==> src/rtl/hex_display_sequencer.sv <==
// Seven-segment bank controller: per-digit value/blank storage, one shared hex decoder
// swept across the digits one per clock, with a registered segment pattern per digit.

module hex_decoder (
  input  logic [3:0] value,
  output logic [6:0] seg_c
);
  // Active-low segments, bit order g..a
  always_comb begin
    seg_c = 7'h7F;
    unique case (value)
      4'h0: seg_c = 7'h40;
      4'h1: seg_c = 7'h79;
      4'h2: seg_c = 7'h24;
      4'h3: seg_c = 7'h30;
      4'h4: seg_c = 7'h19;
      4'h5: seg_c = 7'h12;
      4'h6: seg_c = 7'h02;
      4'h7: seg_c = 7'h78;
      4'h8: seg_c = 7'h00;
      4'h9: seg_c = 7'h10;
      4'hA: seg_c = 7'h08;
      4'hB: seg_c = 7'h03;
      4'hC: seg_c = 7'h46;
      4'hD: seg_c = 7'h21;
      4'hE: seg_c = 7'h06;
      4'hF: seg_c = 7'h0E;
      default: seg_c = 7'h7F;
    endcase
  end
endmodule

module hex_display_sequencer #(
  parameter int unsigned NUM_DIGITS  = 6,
  parameter int unsigned REFRESH_DIV = 50000,
  parameter int unsigned DIV_W       = 16
) (
  input  logic                    clk,
  input  logic                    rst_n,
  input  logic                    wr_valid,
  output logic                    wr_ready,
  input  logic [2:0]              wr_digit,
  input  logic [3:0]              wr_value,
  input  logic                    wr_blank,
  input  logic                    refresh_req,
  output logic                    busy,
  output logic [7*NUM_DIGITS-1:0] hex_out
);
  localparam int unsigned IDX_W = 3;
  localparam logic [IDX_W-1:0] LAST_IDX = IDX_W'(NUM_DIGITS - 1);
  localparam logic [DIV_W-1:0] DIV_LAST = DIV_W'(REFRESH_DIV - 1);

  typedef enum logic {IDLE = 1'b0, SCAN = 1'b1} state_t;

  state_t           state, state_n;
  logic [IDX_W-1:0] idx, idx_n;
  logic [DIV_W-1:0] div_q;
  logic             pending, pending_n;
  logic             tick_pend, tick_pend_n;
  logic [3:0]       value_q [NUM_DIGITS];
  logic             blank_q [NUM_DIGITS];
  logic [6:0]       dec_c;
  logic             wrap_c;
  logic             wr_commit_c;

  assign wr_ready    = (state == IDLE);
  assign busy        = (state == SCAN);
  assign wrap_c      = (div_q == DIV_LAST);
  assign wr_commit_c = wr_valid && wr_ready && (32'(wr_digit) < NUM_DIGITS);

  // Free-running refresh divider
  always_ff @(posedge clk or negedge rst_n) begin
    if (!rst_n)      div_q <= '0;
    else if (wrap_c) div_q <= '0;
    else             div_q <= div_q + DIV_W'(1);
  end

  always_ff @(posedge clk or negedge rst_n) begin
    if (!rst_n) begin
      state     <= IDLE;
      idx       <= '0;
      pending   <= 1'b0;
      tick_pend <= 1'b0;
    end else begin
      state     <= state_n;
      idx       <= idx_n;
      pending   <= pending_n;
      tick_pend <= tick_pend_n;
    end
  end

  // Requests accumulate until a sweep starts; entering SCAN absorbs everything seen so far
  always_comb begin
    state_n     = state;
    idx_n       = idx;
    pending_n   = pending | wr_commit_c;
    tick_pend_n = tick_pend | wrap_c | refresh_req;
    unique case (state)
      IDLE: begin
        if (pending || tick_pend || refresh_req) begin
          state_n     = SCAN;
          idx_n       = '0;
          pending_n   = 1'b0;
          tick_pend_n = 1'b0;
        end
      end
      SCAN: begin
        if (idx == LAST_IDX) begin
          state_n = IDLE;
          idx_n   = '0;
        end else begin
          idx_n = idx + IDX_W'(1);
        end
      end
      default: state_n = IDLE;
    endcase
  end

  // Digit storage; out-of-range indices are acknowledged but dropped
  always_ff @(posedge clk or negedge rst_n) begin
    if (!rst_n) begin
      for (int k = 0; k < int'(NUM_DIGITS); k++) begin
        value_q[k] <= 4'h0;
        blank_q[k] <= 1'b1;
      end
    end else if (wr_commit_c) begin
      value_q[wr_digit] <= wr_value;
      blank_q[wr_digit] <= wr_blank;
    end
  end

  hex_decoder u_dec (
    .value (value_q[idx]),
    .seg_c (dec_c)
  );

  // Only the digit under the sweep pointer loads; the others hold
  for (genvar k = 0; k < NUM_DIGITS; k++) begin : g_digit
    logic [6:0] seg_q;
    always_ff @(posedge clk or negedge rst_n) begin
      if (!rst_n) begin
        seg_q <= 7'h7F;
      end else if (state == SCAN && idx == IDX_W'(k)) begin
        seg_q <= blank_q[k] ? 7'h7F : dec_c;
      end
    end
    assign hex_out[7*k +: 7] = seg_q;
  end
endmodule

==> config.mk <==
export PLATFORM = sky130hd
export DESIGN_NAME = hex_display_sequencer
export DESIGN_NICKNAME = d
export VERILOG_FILES = /design/src/rtl/hex_display_sequencer.sv
export SDC_FILE = /design/constraint.sdc
export NUM_CORES = 1
export LEC_CHECK = 0
export CAP_MARGIN = 20
export CORE_MARGIN = 1.5
export CORE_UTILIZATION = 59
export DETAILED_ROUTE_END_ITERATION = 8
export PLACE_DENSITY = 0.9
export SLEW_MARGIN = 40
export SYNTH_ARGS = -nofsm -noshare
export SYNTH_HDL_FRONTEND = slang
export SYNTH_SLANG_ARGS = --single-unit
==> constraint.sdc <==
create_clock -name clk -period 7.3 [get_ports clk]
set_input_delay 1.46 -clock clk [delete_from_list [all_inputs] [get_ports clk]]
set_output_delay 1.46 -clock clk [all_outputs]
set_load 0.02 [all_outputs]
==> run_results.csv <==
group,metric,value,unit
synth,seq_area_frac_synth,0.557,
global_route,grt_use_met2,0.405,
sta,setup_slack,4070,ps
synth,synthTopCellsByArea,"dfstp_2, dfrtp_1, mux2_2",
global_route,met1_usage,0.347,
sta,tightest_slew,672,ps
drt,drtIter0Drc,219,
worst_setup_path,cp.required,5840,ps
run_status,outcome,"finished, final reports clean",
synth,synth-edff-count,0,
sta,hold_viol,0,
sta,maxSlewHeadroom,0.549,
global_route,grt_pass1_vias,2953,
synth,netlist_area,4330,um2
sta,finalSetupViolCount,0,
floorplanning,die_height,88.7,um
sta,skew,8.03,ps
sta,rsz0062_at_grt,"false",
synth,synth_top_cells_by_count,"nor2_1, dfstp_2, dfrtp_1, a21oi_1, mux2_2",
finish,final_area,5170,um2
drt,dr.pass1.iters,4,
power_and_ir_drop,vdd_drop_max,206,uV
drt,route.vias.total,3149,
synth,async_flop_share,1.00,
drt,wl,9250,um
sta,drv_slew,0,
placement,port_buffers,55,
finish,antenna_cells,0,
sta,fin_crit_sh,0.443,
worst_setup_path,endpoint,"wr_ready",
worst_setup_path,critPathKind,"register to primary output",
global_route,grt-busiest-layer,"met2",
floorplanning,start_util,0.604,
synth,ys_warn_count,0,
worst_setup_path,cp_max_fo,9,
synth,syn_avg_cell_area,11.3,um2
worst_setup_path,timing.rr.end,"g_digit[0].seg_q[4]",
worst_setup_path,timing.rr.start,"idx[1]",
clock_network,hold_buffers,0,
worst_setup_path,cp-start-kind,"register",
synth,synth_top_area_frac,0.291,
drt,vias_per_cell,5.80,
floorplanning,core.rowCount,31,
synth,syn_inst,383,
clock_network,h-tree-depth,3,
finish,multiInputGateArea,1830,um2
finish,regArea,2410,um2
clock_network,cts_buffers,9,
clock_network,postCtsSetupBuffers,0,
clock_network,cts.clk_slew.worst_paths,100,ps
global_route,antenna_found_initial,0,
drt,ant_nets,0,
hold_path,hold_class,"register to register",
clock_network,cts_resized,0,
placement,place_congestion,0.881,
finish,nets,459,
clock_network,cts-root-buf,"clkbuf_8",
global_route,grt_first_pass_wirelength,14900,um
synth,synth.distinct_cells,50,
clock_network,cts_tree,"done",
synth,ys_ff_latch,94,
global_route,use_met3,0.0485,
power_and_ir_drop,leakage,2.19,nW
synth,synth_fp_nets,403,
clock_network,cts_sinks,94,
worst_setup_path,worstPathArrival,1770,ps
floorplanning,die_w,88.7,um
sta,fin_crit,3230,ps
floorplanning,dieArea,7870,um2
job,maxCapViolCount,0,
finish,fillers,468,
placement,pre_cts_ws,4010,ps
synth,yosys_most_used_dff,"dfstp_2",
worst_setup_path,end_kind,"primary output",
global_route,grt_usage,0.254,
synth,synth_area_leader_cell,"dfstp_2",
finish,drive_gt1_frac,0.245,
placement,dp_hpwl,6670,um
synth,yosysMostFrequentCell,"nor2_1",
floorplanning,num_io_pins,56,
worst_setup_path,setup.worst_path.start,"busy",
worst_setup_path,ff2ff_setup_slack,4070,ps
drt,drc,0,
worst_setup_path,rr_worst_depth,10,
clock_network,cts_max_path_buffers,2,
floorplanning,coreArea,7180,um2
global_route,global_route.overflow_total,0,
power_and_ir_drop,p_per_area,509,nW/um2
sta,setup_tns,0,ps
finish,utilization,0.721,
finish,areaGrowthSynthToFinish,19.4,%
global_route,grt_start_max_net_pins,53,
drt,routedWlPerCell,17.0,um
sta,max_freq,309,MHz
placement,dpl-instance-area,4960,um2
clock_network,clk_latency,370,ps
-- placed cells by master, fill, tap and decap left out, types with 2 or more instances in the layout --
| cell type | n |
|---|---|
| nor2_1 | 54 |
| clkdlybuf4s50_1 | 54 |
| dfstp_2 | 48 |
| dfrtp_1 | 46 |
| a21oi_1 | 36 |
| mux2_2 | 30 |
| nand2_1 | 17 |
| o22a_1 | 15 |
| inv_1 | 12 |
| nand2b_1 | 10 |
| nand3_1 | 10 |
| nor2b_1 | 9 |
| xor2_1 | 9 |
| clkbuf_8 | 9 |
| and3_1 | 8 |
| ha_1 | 8 |
| mux2i_1 | 5 |
| xnor2_1 | 5 |
| and2_1 | 4 |
| nor4_1 | 4 |
| o21ai_0 | 3 |
| nor3_1 | 3 |
| a211oi_1 | 3 |
| o221ai_1 | 2 |
| o32a_1 | 2 |
| a32o_1 | 2 |
| a21o_1 | 2 |
| nor3b_1 | 2 |
| o21ai_1 | 2 |
| inv_8 | 2 |
| clkinv_8 | 2 |
| buf_4 | 2 |
-- power breakdown --
group,leakage (nW),switching [mW],internal (mW)
Sequential,1.10,0.173,0.840
Combinational,0.992,0.702,0.574
Clock,0.0994,0.206,0.136
-- area by class of cell --
class	instances	area share
timing repair buffer	56	0.107
clock buffer	9	0.0239
inverter	12	0.00870
sequential	94	0.466
multi-input combinational	266	0.354
tap	99	0.0239
clock inverter	7	0.0155
-- routing by layer --
layer	vias up	wire, um
met4	0	156
met3	16	507
met5	-	0
li1	1468	-
met1	1556	4020
met2	109	4560
-- worst max-delay path: stages (launching register included) --
cell	delay [ps]
dfrtp_1	500
inv_1	250
clkdlybuf4s50_1	650
-- flip-flops by register name (all words and copies together) (netlist names) --
| signal | count |
|---|---|
| blank_q | 6 |
| pending | 1 |
| busy | 1 |
| div_q | 16 |
| tick_pend | 1 |
| value_q | 24 |
| idx | 3 |
| g_digit.seg_q | 42 |
-- worst min-delay path by stage --
stage                              from             endpoint  cells past startpoint
global placement               div_q[0]             div_q[0]                      1
detailed placement             div_q[0]             div_q[0]                      1
floorplan                      div_q[0]             div_q[0]                      1
finish                         div_q[0]             div_q[0]                      1
global route        g_digit[4].seg_q[4]  g_digit[4].seg_q[4]                      2
CTS                            div_q[0]             div_q[0]                      1
-- stage by stage --
step | power (mW) | cells | hold slack (ps)
after global routing | 2.80 | 543 | 532
after global placement | 2.22 | 527 | 471
after floorplan | 1.82 | 383 | 455
after detailed placement | 2.29 | 527 | 488
after CTS | 2.63 | 543 | 502
final | 2.63 | 543 | 498
-- cell families (layout without fill, tap and decap cells) --
group	Yosys count	after routing	synth area share
and+or+nand+nor	132	132	0.150
buffers and inverters	23	84	0.0228
AOI/OAI and AO/OA	76	76	0.124
xor gates and xnor gates	14	14	0.0283
adders and majority gates	8	8	0.0231
muxes	36	36	0.0947
DFF	94	94	0.557
No activity file was read; power rests on OpenSTA's default activity.
